$ cat config.mk
export PLATFORM = sky130hd
export DESIGN_NAME = uart_tx_arbiter
export DESIGN_NICKNAME = d
export VERILOG_FILES = /design/src/rtl/uart_arb_pkg.sv /design/src/rtl/uart_arb_rr_pick.sv /design/src/rtl/uart_tx_arbiter.sv
export SDC_FILE = /design/constraint.sdc
export NUM_CORES = 1
export LEC_CHECK = 0
export ABC_AREA = 1
export BUFFER_PORTS_ARGS = -buffer_cell sky130_fd_sc_hd__buf_2
export CAP_MARGIN = 25
export CELL_PAD_IN_SITES_DETAIL_PLACEMENT = 0
export CELL_PAD_IN_SITES_GLOBAL_PLACEMENT = 2
export CORE_UTILIZATION = 24
export CTS_CLUSTER_SIZE = 24
export DETAILED_ROUTE_END_ITERATION = 7
export PLACE_DENSITY = 0.73
export SYNTH_ARGS = -nofsm -noshare
export SYNTH_HDL_FRONTEND = slang
export SYNTH_HIERARCHICAL = 1
export SYNTH_SLANG_ARGS = --single-unit
$ cat constraint.sdc
create_clock -name clk_i -period 1.9 [get_ports clk_i]
set_input_delay 0.095 -clock clk_i [delete_from_list [all_inputs] [get_ports clk_i]]
set_output_delay 0.095 -clock clk_i [all_outputs]
set_load 0.05 [all_outputs]
$ cat src/rtl/uart_arb_pkg.sv
// Shared types and constants for the uart_tx arbiter slice.
// Optional ID-tag byte per packet is enabled by defining UART_ARB_TAG_EN.
package uart_arb_pkg;

    typedef enum logic [1:0] {
        ST_IDLE = 2'd0,
        ST_TAG  = 2'd1,
        ST_SEND = 2'd2
    } arb_state_e;

    localparam logic [7:0] TAG_BASE_DEF = 8'h30;
    localparam int         NUM_REQ_MIN  = 2;
    localparam int         NUM_REQ_MAX  = 8;

    function automatic logic [7:0] tag_byte(input logic [7:0] base, input logic [7:0] idx);
        return base + idx;
    endfunction

endpackage

$ cat src/rtl/uart_arb_rr_pick.sv
// Combinational round-robin picker: first requester at or after ptr_i, wrapping.
module uart_arb_rr_pick
    import uart_arb_pkg::*;
#(
    parameter int N = 4
) (
    input  logic [N-1:0]          req_i,
    input  logic [$clog2(N)-1:0]  ptr_i,
    output logic [N-1:0]          onehot_o,
    output logic [$clog2(N)-1:0]  idx_o,
    output logic                  any_o
);

    localparam int IW = $clog2(N);

    logic [IW-1:0] cand;
    logic          found;

    always_comb begin
        onehot_o = '0;
        idx_o    = '0;
        found    = 1'b0;
        cand     = ptr_i;
        for (int i = 0; i < N; i++) begin
            if (!found && req_i[cand]) begin
                found           = 1'b1;
                idx_o           = cand;
                onehot_o[cand]  = 1'b1;
            end
            cand = (cand == IW'(N - 1)) ? '0 : cand + 1'b1;
        end
        any_o = found;
    end

endmodule

$ cat src/rtl/uart_tx_arbiter.sv
// Shares one uart_tx among NUM_REQ byte-stream clients, round-robin per atomic packet.
// Define UART_ARB_TAG_EN to prefix each packet with an ID byte TAG_BASE + client index.
module uart_tx_arbiter
    import uart_arb_pkg::*;
#(
    parameter int         NUM_REQ     = 4,
    parameter int         MAX_PKT_LEN = 64,
    parameter logic [7:0] TAG_BASE    = TAG_BASE_DEF
) (
    input  logic                   clk_i,
    input  logic                   rst_i,
    input  logic [NUM_REQ-1:0]     req_i,
    input  logic [8*NUM_REQ-1:0]   req_data_i,
    input  logic [NUM_REQ-1:0]     req_last_i,
    output logic [NUM_REQ-1:0]     req_ack_o,
    output logic [NUM_REQ-1:0]     grant_o,
    output logic                   tx_start_o,
    output logic [7:0]             tx_data_o,
    input  logic                   tx_ready_i,
    output logic                   busy_o
);

    localparam int IW = $clog2(NUM_REQ);
    localparam int CW = $clog2(MAX_PKT_LEN + 1);

`ifdef UART_ARB_TAG_EN
    localparam arb_state_e GRANT_STATE = ST_TAG;
`else
    localparam arb_state_e GRANT_STATE = ST_SEND;
`endif

    if (NUM_REQ < NUM_REQ_MIN || NUM_REQ > NUM_REQ_MAX) begin : g_bad_num_req
        $error("uart_tx_arbiter: NUM_REQ out of supported range");
    end

    arb_state_e          state_q, state_d;
    logic [NUM_REQ-1:0]  grant_q, grant_d;
    logic [IW-1:0]       gidx_q,  gidx_d;
    logic [IW-1:0]       ptr_q,   ptr_d;
    logic [CW-1:0]       cnt_q,   cnt_d;
    logic                start_q, start_d;
    logic [7:0]          data_q,  data_d;
    logic [NUM_REQ-1:0]  ack_q,   ack_d;

    logic [NUM_REQ-1:0]  pick_onehot;
    logic [IW-1:0]       pick_idx;
    logic                pick_any;
    logic                issue_tag;
    logic                issue_pay;
    logic [7:0]          pay_byte [NUM_REQ];

    uart_arb_rr_pick #(
        .N (NUM_REQ)
    ) u_pick (
        .req_i    (req_i),
        .ptr_i    (ptr_q),
        .onehot_o (pick_onehot),
        .idx_o    (pick_idx),
        .any_o    (pick_any)
    );

    always_comb begin
        for (int i = 0; i < NUM_REQ; i++) begin
            pay_byte[i] = req_data_i[8*i +: 8];
        end
    end

    // The !start_q term keeps tx_start a single-cycle pulse with a gap, giving
    // uart_tx one cycle to drop tx_ready after accepting a byte.
    always_comb begin
        state_d   = state_q;
        grant_d   = grant_q;
        gidx_d    = gidx_q;
        ptr_d     = ptr_q;
        cnt_d     = cnt_q;
        start_d   = 1'b0;
        data_d    = data_q;
        ack_d     = '0;
        issue_tag = 1'b0;
        issue_pay = 1'b0;

        case (state_q)
            ST_IDLE: begin
                if (pick_any) begin
                    grant_d = pick_onehot;
                    gidx_d  = pick_idx;
                    state_d = GRANT_STATE;
                end
            end
`ifdef UART_ARB_TAG_EN
            ST_TAG: begin
                if (tx_ready_i && !start_q) begin
                    issue_tag = 1'b1;
                    state_d   = ST_SEND;
                end
            end
`endif
            ST_SEND: begin
                if (req_i[gidx_q] && tx_ready_i && !start_q) begin
                    issue_pay     = 1'b1;
                    ack_d[gidx_q] = 1'b1;
                    cnt_d         = cnt_q + 1'b1;
                    // Forced release at MAX_PKT_LEN stops one client hogging the line.
                    if (req_last_i[gidx_q] || cnt_q == CW'(MAX_PKT_LEN - 1)) begin
                        state_d = ST_IDLE;
                        grant_d = '0;
                        cnt_d   = '0;
                        ptr_d   = (gidx_q == IW'(NUM_REQ - 1)) ? '0 : gidx_q + 1'b1;
                    end
                end
            end
            default: begin
                state_d = ST_IDLE;
                grant_d = '0;
                cnt_d   = '0;
            end
        endcase

        if (issue_tag || issue_pay) begin
            start_d = 1'b1;
            data_d  = issue_tag ? tag_byte(TAG_BASE, 8'(gidx_q)) : pay_byte[gidx_q];
        end
    end

    always_ff @(posedge clk_i) begin
        if (rst_i) begin
            state_q <= ST_IDLE;
            grant_q <= '0;
            gidx_q  <= '0;
            ptr_q   <= '0;
            cnt_q   <= '0;
            start_q <= 1'b0;
            data_q  <= '0;
            ack_q   <= '0;
        end else begin
            state_q <= state_d;
            grant_q <= grant_d;
            gidx_q  <= gidx_d;
            ptr_q   <= ptr_d;
            cnt_q   <= cnt_d;
            start_q <= start_d;
            data_q  <= data_d;
            ack_q   <= ack_d;
        end
    end

    assign grant_o    = grant_q;
    assign req_ack_o  = ack_q;
    assign tx_start_o = start_q;
    assign tx_data_o  = data_q;
    assign busy_o     = (state_q != ST_IDLE);

endmodule
; Word level (Yosys, flattened, before mapping)
; Cells that the tools add are included.
[totals]
in_bits = 43
out_inout_bits = 18
regBits = 30
elab_cells = 117
[classes]
n_bitwise = 7
n_addsub = 5
n_reduce_logical = 22
order_cmp = 11
muxes = 55
n_eq_ne = 9
[ops]
columns = cell, count
row1 = $mux 4, 7
row2 = $mux 2, 11
row3 = $mux 1, 18
row4 = $bmux 8 s2, 1
row5 = $mux 8, 2
row6 = $lt 2x3->1 const B, 5
row7 = $mux 7, 2
row8 = $pmux 7 s2, 1
row9 = $bmux 1 s2, 6
row10 = $or 4x4->4, 3
row11 = $demux 1 s2, 5
row12 = $eq 2x2->1 const B, 5
row13 = $ge 2x1->1 const B, 5
row14 = $logic_and 1x1->1, 10
row15 = $add 2x1->2 const B, 4
row16 = $pmux 4 s2, 1
row17 = $add 7x1->7 const B, 1
row18 = $eq 7x6->1 const B, 1
row19 = $ne 2x2->1 const B, 3
row20 = $reduce_and 3->1, 2
row21 = $logic_not 1->1, 4
row22 = $pmux 2 s2, 1
row23 = $reduce_and 2->1, 2
row24 = $ge 3x3->1 const B, 1
row25 = 6 further kinds, 8

; Longest topological paths before layout
; Gate-level depths: netlist (run 1).
[depth]
depth_word = 14
mapped_depth = 13
ltp_nobuf = 13

; Cells and area by module
; Netlist (run 1), hierarchy kept.
[by_module_without_submodules]
columns = mod, area_each_um2, n_inst, cells_each, seq_area_each_um2
row1 = uart_tx_arbiter, 1526.5, 1, 226, 580.6
row2 = uart_arb_rr_pick, 478.0, 1, 84, 0.0

; Worst setup path before layout (run 1)
; Ideal clock, no wire load.
[synth_path]
path_kind = reg-to-reg
startpoint = reg ptr_q[0]
endpoint = reg grant_q[0] (netlist: grant_o[0])
path_buffers = 2
required_ns = 1.785
period_less_slack_ns = 2.115
t_arrival_ns = 2.000
path_slack_ns = -0.215
path_stages_with_launch = 14
cell_sequence = dfxtp_1 -> inv_2 -> ha_1 -> inv_1 -> nand2_1 -> nand2_2 -> nor2_4 -> buf_6 -> nand4_1 -> nand2_1 -> buf_2 -> nand3_2 -> nand2_1 -> nor2_1
[synth_via]
elab_chain_cells = 14
elab_cells_between_ends = 58
classes_between = 3 x add/sub / 8 x order compare / 4 x eq/ne / 29 x mux / 3 x bitwise / 11 x reduce/logical
[synth_rtl]
columns = element, line
row1 = start: declaration, uart_tx_arbiter.sv:39  ; logic [IW-1:0] ptr_q, ptr_d;
row2 = start signal: assignment, uart_tx_arbiter.sv:139  ; ptr_q <= ptr_d;
row3 = branches (longest 11 deep; another with $add 2x1->2), -
row4 = $mux 1 (*), uart_arb_rr_pick.sv:25  ; if (!found && req_i[cand]) begin
row5 = named net pick_any, uart_tx_arbiter.sv:47  ; logic pick_any;
row6 = $ne 2x2->1 (no source line) (*), -
row7 = $reduce_and 3->1 (no source line) (*), -
row8 = end signal: assignment, uart_tx_arbiter.sv:137  ; grant_q <= grant_d;
row9 = end: declaration, uart_tx_arbiter.sv:37  ; logic [NUM_REQ-1:0] grant_q, grant_d;
; Mark *: on every way through the listed nets, which the timed path passes. The select of a mux whose other input is x is not followed.
; A chain may end at the register's enable or synchronous reset.

; Worst setup path after layout (run 1)
[layout_path]
startpoint = reg ptr_q[1]
endpoint = reg grant_q[0] (netlist: grant_o[0])
[layout_via]
elab_chain_cells = 14
elab_cells_between_ends = 58
classes_between = 3 x add/sub / 8 x order compare / 4 x eq/ne / 29 x mux / 3 x bitwise / 11 x reduce/logical
[layout_rtl]
columns = element, line
row1 = $add 2x1->2 (tied with other cells), uart_arb_rr_pick.sv:30  ; cand = (cand == IW'(N - 1)) ? '0 : cand + 1'b1;
row2 = $mux 2 / $mux 1 (equally long branches), "uart_arb_rr_pick.sv:30, uart_arb_rr_pick.sv:25"
row3 = $add 2x1->2 (tied with other cells), uart_arb_rr_pick.sv:30
row4 = $mux 2 (tied with other cells), uart_arb_rr_pick.sv:30
row5 = $add 2x1->2 (tied with other cells), uart_arb_rr_pick.sv:30
row6 = $mux 2 (tied with other cells), uart_arb_rr_pick.sv:30
row7 = $lt 2x3->1 (implied by the code) (tied with other cells), uart_arb_rr_pick.sv:28  ; onehot_o[cand] = 1'b1;
row8 = $logic_and 1x1->1 (implied by the code) (tied with other cells), uart_arb_rr_pick.sv:28
row9 = $mux 1 (implied by the code) (tied with other cells), uart_arb_rr_pick.sv:28
row10 = $demux 1 s2 (tied with other cells), -
row11 = $or 4x4->4 (no source line) / $logic_and 1x1->1 (equally long branches), -
row12 = $mux 4 (*), uart_arb_rr_pick.sv:25
row13 = named net pick_onehot[0], uart_tx_arbiter.sv:45  ; logic [NUM_REQ-1:0] pick_onehot;
row14 = $mux 4 (*), uart_tx_arbiter.sv:84  ; if (pick_any) begin
row15 = $pmux 4 s2 (*), uart_tx_arbiter.sv:82  ; case (state_q)
; The timed path passes the listed nets; every way through them passes the cells marked *. The select of a mux whose other input is x is not followed.

==> results of run 1 <==
[cell type report]
cell class / instances / area (um^2)
Sequential cell: 29 / 586
Tap cell: 102 / 128
Multi-Input combinational cell: 234 / 1230
Clock buffer: 6 / 72.6
Fill cell: 849 / 5240
Clock inverter: 2 / 10.0
Timing Repair Buffer: 86 / 495
Inverter: 34 / 128
[power by group through the flow]
stage	Sequential (mW)	Combinational [mW]	Clock (mW)
CTS	0.768	1.48	0.515
floorplan	1.03	0.795	0
detailed placement	0.781	1.47	0
global route	0.783	1.63	0.550
finish	0.767	1.47	0.490
global placement	0.780	1.48	0
[cell families after synthesis]
logic type / after synthesis
buf+inv: 47
compound gates: 60
simple gates: 162
flops: 29
fa+ha+maj: 12
[cells in the mapped netlist, drive strengths merged, types with 2 or more instances]
master and n:
inv 34, o21ai 29, nand4 8, ha 12, dfxtp 29, nor2 58, a21oi 17, nand3 36
or2 2, a21boi 3, nand2 58, o22ai 9, buf 12
[stage by stage]
step	setup WS, ns	power [mW]	std cells	util, %	area (um^2)
detailed placement	0.0529	2.25	485	32.4	2560
floorplan	0.000759	1.82	310	-	2020
global placement	0.100	2.26	485	32.4	2560
finish	0.113	2.72	493	33.6	2650
global route	0.00962	2.97	493	33.6	2650
CTS	0.0247	2.76	493	33.5	2640
[worst max-delay path: stages (launching register included)]
cell	delay, ns
dfxtp_2	0.37
inv_2	0.06
ha_4	0.29
buf_4	0.12
nand3_1	0.07
nand2_1	0.07
nor2_1	0.04
buf_4	0.14
a21oi_1	0.15
nand3_1	0.10
inv_1	0.06
nor2_1	0.03
a21oi_1	0.11
nor2_1	0.06
[flip-flops by register name (all words and copies together), names as in the netlist]
register and count:
cnt_q 7, gidx_q 2, grant_o 4, ptr_q 2, req_ack_o 4, state_q 1
tx_data_o 8, tx_start_o 1
[metal layers]
metal  GRT usage [%]  up-vias  part of all wire (%)
li1                -     1176                     -
met1            17.2      967                    46
met2            24.9       83                    46
met3            4.07        4                   7.7
met4            3.85        0                  0.95
met5               0        -                     0
[cells in the final DEF (no fill, tap or decap)]
cell type	instances
a211oi_1	1
a21boi_0	3
a21oi_1	17
a31oi_1	1
buf_2	60
buf_4	26
clkbuf_1	1
clkbuf_8	5
clkinv_2	2
dfxtp_1	27
dfxtp_2	1
dfxtp_4	1
ha_1	10
ha_2	1
ha_4	1
inv_1	29
inv_2	5
nand2_1	49
nand2_2	8
nand2_4	1
nand3_1	33
nand3_2	3
nand4_1	8
nor2_1	54
nor2_2	2
nor2_4	2
o21ai_0	29
o22ai_1	9
or2_2	2
[worst max path at each step]
stage	from	endpoint	slack, ns	cells after the start
floorplan	ptr_q[0]$_SDFFE_PP0P_	grant_o[0]$_SDFFE_PP0P_	0.0008	13
global placement	ptr_q[1]$_SDFFE_PP0P_	grant_o[0]$_SDFFE_PP0P_	0.10	13
detailed placement	ptr_q[1]$_SDFFE_PP0P_	grant_o[0]$_SDFFE_PP0P_	0.05	13
CTS	ptr_q[1]$_SDFFE_PP0P_	grant_o[1]$_SDFFE_PP0P_	0.02	13
global route	ptr_q[1]$_SDFFE_PP0P_	grant_o[3]$_SDFFE_PP0P_	0.01	13
finish	ptr_q[1]$_SDFFE_PP0P_	grant_o[0]$_SDFFE_PP0P_	0.11	13
==> summary.md, run 1 <==
| Metric | Value |
|---|---|
| R2R depth | `13` |
| Final GP Congestion | `0.841` |
| Overflow after GRT | `0` |
| Outcome | `completed` |
| Total CTS buffers | `5` |
| Slew HR | `83.1%` |
| Adder-cell share of the synthesized area | `7.49%` |
| 1st-iter DRT viols | `70` |
| Largest family of logic cells by synthesized area | `simple AND/OR/NAND/NOR gates` |
| Max Root-Sink Buffers | `2` |
| Initial antenna violation count | `0` |
| Sequential share of the synthesized area | `29.0%` |
| IO Port Bufs | `60` |
| Clock power frac | `18.0%` |
| Cell area after synthesis | `2000 um^2` |
| HP Start | `rst_i` |
| Slew at the pin closest to its max-slew limit | `0.254 ns` |
| CTS tree | `done` |
| Multiplexer share of the synthesized area | `0%` |
| Area delta synth->final | `32.1%` |
| Drc violations | `0` |
| CTS resizes | `0` |
| Final min period | `1.79 ns` |
| Comb power frac | `53.8%` |
| Synth unique cells | `24` |
| EDFF count, synth | `0` |
| Yosys warning total | `6` |
| HP Class | `in -> reg` |
| Synth Area in Simple Gates | `36.8%` |
| Synth Area in Compound Gates | `16.1%` |
| Worst Path Required | `2.07 ns` |
| Antenna diodes | `0` |
| Largest net degree at the start of global routing | `20` |
| Mean Syn Cell Area | `6.47 um^2` |
| HPWL Detailed | `4780 um` |
| WL per Instance | `12.2 um` |
| Root buf cell | `clkbuf_8` |
| Final wirelength | `6020 um` |
| Critical path type | `reg -> reg` |
| LEAKAGE | `1.32 nW` |
| Sw power | `1.26 mW` |
| Core Region | `7890 um^2` |
| Skew-Pair Late Insertion Delay | `0.28 ns` |
| Hold_ws | `0.0655 ns` |
| Largest cells by area after synthesis | `dfxtp_1, nor2_1, nand2_1` |
| Max-slew violations | `0` |
| Via count | `2230` |
| Main synth FF type | `dfxtp_1` |
| Worst setup SP type | `register` |
| Final Hold Viols | `0` |
| Synth Net Count | `365` |
| I/O Pins | `61` |
| Die area | `8720 um^2` |
| CP Data Arrival Time | `1.96 ns` |
| Postcts setup bufs | `0` |
| Setup_tns | `0 ns` |
| Antenna Nets Post-Route | `0` |
| First-pass GRT wire length | `9740 um` |
| Flop pwr share | `28.2%` |
| Pwr Density | `1030 nW/um^2` |
| Worst VDD drop | `0.000425 V` |
| Final setup fails | `0` |
| Yosys top cell by area | `dfxtp_1` |
| Worst r2r src | `ptr_q[1]$_SDFFE_PP0P_` |
| Critical R2R Capture | `grant_o[0]$_SDFFE_PP0P_` |
| Syn Inst Count | `310` |
| Switch share | `46.3%` |
| Proportion of layout cells with a drive suffix above 1 | `30.7%` |
| Fin crit share | `94.0%` |
| Hold EP | `ptr_q[0]$_SDFFE_PP0P_` |
| Vias/cell | `4.52` |
| WHS Path Cells | `2` |
| CTS sink cnt | `29` |
| Pre-antenna DRT Iters | `4` |
| Die H | `93.4 um` |
| Int Pwr | `1.46 mW` |
| R2R setup slack | `0.11 ns` |
| Clock transition at path regs | `0.06 ns` |
| Vias in the first global route | `2106` |
| Die width | `93.4 um` |
| Htree depth | `2` |
| Cts-stage hold buffer count | `0` |
| Fin nets | `445` |
| Row cnt | `32` |
| RSZ-0062 raised after global routing | `false` |
| Clk_skew | `0.00164 ns` |
| Max capacitance violation total | `0` |
| All-layer global routing usage | `14.3%` |
| Worst Path Max Fanout | `5` |
| Ys async rst share | `0%` |
| Critical path endpoint category | `register` |
| Synth top area share | `29.0%` |
| Initial Utilization | `25.4%` |
| Register bit count reported by yosys | `29` |
| Synth Area in XOR/XNOR | `0%` |
| Fmax | `560 MHz` |
No activity file was read; power rests on OpenSTA's default activity.
==> inputs of run 2 (changes only) <==
--- a/config.mk
+++ b/config.mk
@@ -8,12 +8,10 @@
 export ABC_AREA = 1
 export BUFFER_PORTS_ARGS = -buffer_cell sky130_fd_sc_hd__buf_2
 export CAP_MARGIN = 25
-export CELL_PAD_IN_SITES_DETAIL_PLACEMENT = 0
-export CELL_PAD_IN_SITES_GLOBAL_PLACEMENT = 2
-export CORE_UTILIZATION = 24
+export CORE_UTILIZATION = 45
 export CTS_CLUSTER_SIZE = 24
 export DETAILED_ROUTE_END_ITERATION = 7
-export PLACE_DENSITY = 0.73
+export PLACE_DENSITY = 0.71
 export SYNTH_ARGS = -nofsm -noshare
 export SYNTH_HDL_FRONTEND = slang
 export SYNTH_HIERARCHICAL = 1
==> summary.md, run 2 (synthesis results as in run 1) <==
| Metric | Value |
|---|---|
| Hold_ws | `0.0744 ns (+0.00889 ns)` |
| Die width | `68.7 um (-26%)` |
| First-pass GRT wire length | `8200 um (-16%)` |
| Initial Utilization | `48.4% (+23 points)` |
| RSZ-0062 raised after global routing | `false` |
| Worst Path Max Fanout | `9 (+4)` |
| Overflow after GRT | `0 (unchanged)` |
| Initial antenna violation count | `0 (unchanged)` |
| Proportion of layout cells with a drive suffix above 1 | `29.7% (-1.0 points)` |
| IO Port Bufs | `60 (unchanged)` |
| Pre-antenna DRT Iters | `4 (unchanged)` |
| Htree depth | `2 (unchanged)` |
| Fin nets | `435 (-2.2%)` |
| Antenna Nets Post-Route | `0 (unchanged)` |
| Core Region | `4140 um^2 (-47%)` |
| Fin crit share | `90.4% (-3.7 points)` |
| WL per Instance | `12.3 um (+0.43%)` |
| Final core utilization | `62.3% (+29 points)` |
| 1st-iter DRT viols | `92 (+31%)` |
| Max capacitance violation total | `0 (unchanged)` |
| Max Root-Sink Buffers | `2 (unchanged)` |
| Fmax | `582 MHz (+4.1%)` |
| Drc violations | `0 (unchanged)` |
| Die area | `4730 um^2 (-46%)` |
| Area delta synth->final | `28.9%` |
| Worst Path Required | `2.07 ns (about the same)` |
| Final GP Congestion | `0.990 (+18%)` |
| Row cnt | `23 (-28%)` |
| CTS sink cnt | `29 (unchanged)` |
| Pwr Density | `1110 nW/um^2 (+7.7%)` |
| All-layer global routing usage | `23.6% (+9.3 points)` |
| Setup_tns | `0 ns (unchanged)` |
| Final min period | `1.72 ns (-0.0700 ns)` |
| Antenna diodes | `0 (unchanged)` |
| I/O Pins | `61 (unchanged)` |
| Clock transition at path regs | `0.06 ns (about the same)` |
| Die H | `68.7 um (-26%)` |
| Largest net degree at the start of global routing | `20 (unchanged)` |
| LEAKAGE | `1.29 nW (-2.2%)` |
| Clk_skew | `0.00281 ns (+0.00117 ns)` |
| HPWL Detailed | `3950 um (-17%)` |
| Worst VDD drop | `0.000565 V (+33%)` |
| Most common cell after layout, fill and taps aside | `buf_2` |
| Most frequent cells in the layout | `buf_2, nor2_1, nand2_1` |
| CP Data Arrival Time | `1.89 ns (-0.07 ns)` |
| Vias/cell | `5.29 (+17%)` |
| Critical path type | `reg -> reg` |
| CTS tree | `done` |
| Skew-Pair Late Insertion Delay | `0.28 ns (about the same)` |
| Slew at the pin closest to its max-slew limit | `0.441 ns (+0.187 ns)` |
| Total CTS buffers | `5 (unchanged)` |
| Final setup fails | `0 (unchanged)` |
| Max-slew violations | `0 (unchanged)` |
| Final Hold Viols | `0 (unchanged)` |
| Largest register FFs | `8 (unchanged)` |
| Worst setup SP type | `register` |
| Via count | `2279 (+2.2%)` |
| Final wirelength | `5280 um (-12%)` |
| Vias in the first global route | `1967 (-6.6%)` |
| Outcome | `completed` |
| HP Class | `in -> reg` |
| Slew HR | `70.6% (-13 points)` |
| Root buf cell | `clkbuf_8` |
| Critical path endpoint category | `register` |
-- run 2: cell count changes in the layout (fill, tap and decap cells not counted), moves of 2 or more --
cell      before  now
buf_4         26   12
buf_6          0    4
clkinv_2       2    0
nand2_1       49   47
nand2_2        8   10
nand3_2        3    1
nand3_4        0    2
-- run 2: worst max-delay path, stage by stage, from the launching register on --
cell and delay (ns):
dfxtp_4 0.37, inv_2 0.06, ha_4 0.31, inv_4 0.06
nand2_1 0.08, nand3_1 0.09, nand2_2 0.12, nand4_1 0.11
nand2_2 0.10, buf_6 0.13, nand3_1 0.08, nand2_1 0.06
nor2_1 0.04
-- run 2: layer usage --
layer	part of all wire (%)	track usage, %	wire [um]
met3	6.9	4.61	364
met2	49	43.5	2570
met1	43	26.6	2280
met5	0	0	0
met4	1.3	8.67	70
-- run 2: layout make-up --
cell class | instances | area, um^2
sequential | 29 | 588
fill | 406 | 1560
multi-input combinational | 234 | 1250
timing repair buffer | 76 | 435
inverter | 34 | 130
clock inverter | 1 | 30.0
clock buffer | 7 | 86.3
tap | 50 | 62.6
-- run 2: power breakdown --
group | internal [mW] | switching, mW
Clock | 0.427 | 0.233
Sequential | 0.705 | 0.0667
Combinational | 0.488 | 0.943
Total | 1.62 | 1.24
-- run 2: through the flow --
| stage | area [um^2] | cells | worst slack, ns | total power, mW |
|---|---|---|---|---|
| 3_5_place_dp | 2400 | 421 | 0.0349 | 2.16 |
| 6_report | 2580 | 431 | 0.183 | 2.86 |
| 2_1_floorplan | 2020 | 310 | 0.000759 | 1.82 |
| 4_1_cts | 2520 | 429 | 0.0232 | 2.83 |
| 3_3_place_gp | 2400 | 421 | 0.0532 | 2.15 |
| 5_1_grt | 2580 | 431 | 0.00339 | 3.07 |
-- run 2: what timing repair did --
item                       4_1_cts  5_1_grt
gates resized for setup          0       18
hold buffers                     0        0
setup endpoints to repair        0        7
setup buffers                    0        2
-- run 2: final timing paths --
check | startpoint | end | slack (ns) | depth (start not counted)
worst max-delay path | ptr_q[0]$_SDFFE_PP0P_ | grant_o[1]$_SDFFE_PP0P_ | 0.18 | 12
worst min-delay path | rst_i | ptr_q[1]$_SDFFE_PP0P_ | 0.07 | 2
worst max register to register | ptr_q[0]$_SDFFE_PP0P_ | grant_o[1]$_SDFFE_PP0P_ | 0.18 | 12
worst min register to register | cnt_q[6]$_SDFFE_PP0P_ | cnt_q[6]$_SDFFE_PP0P_ | 0.47 | 2
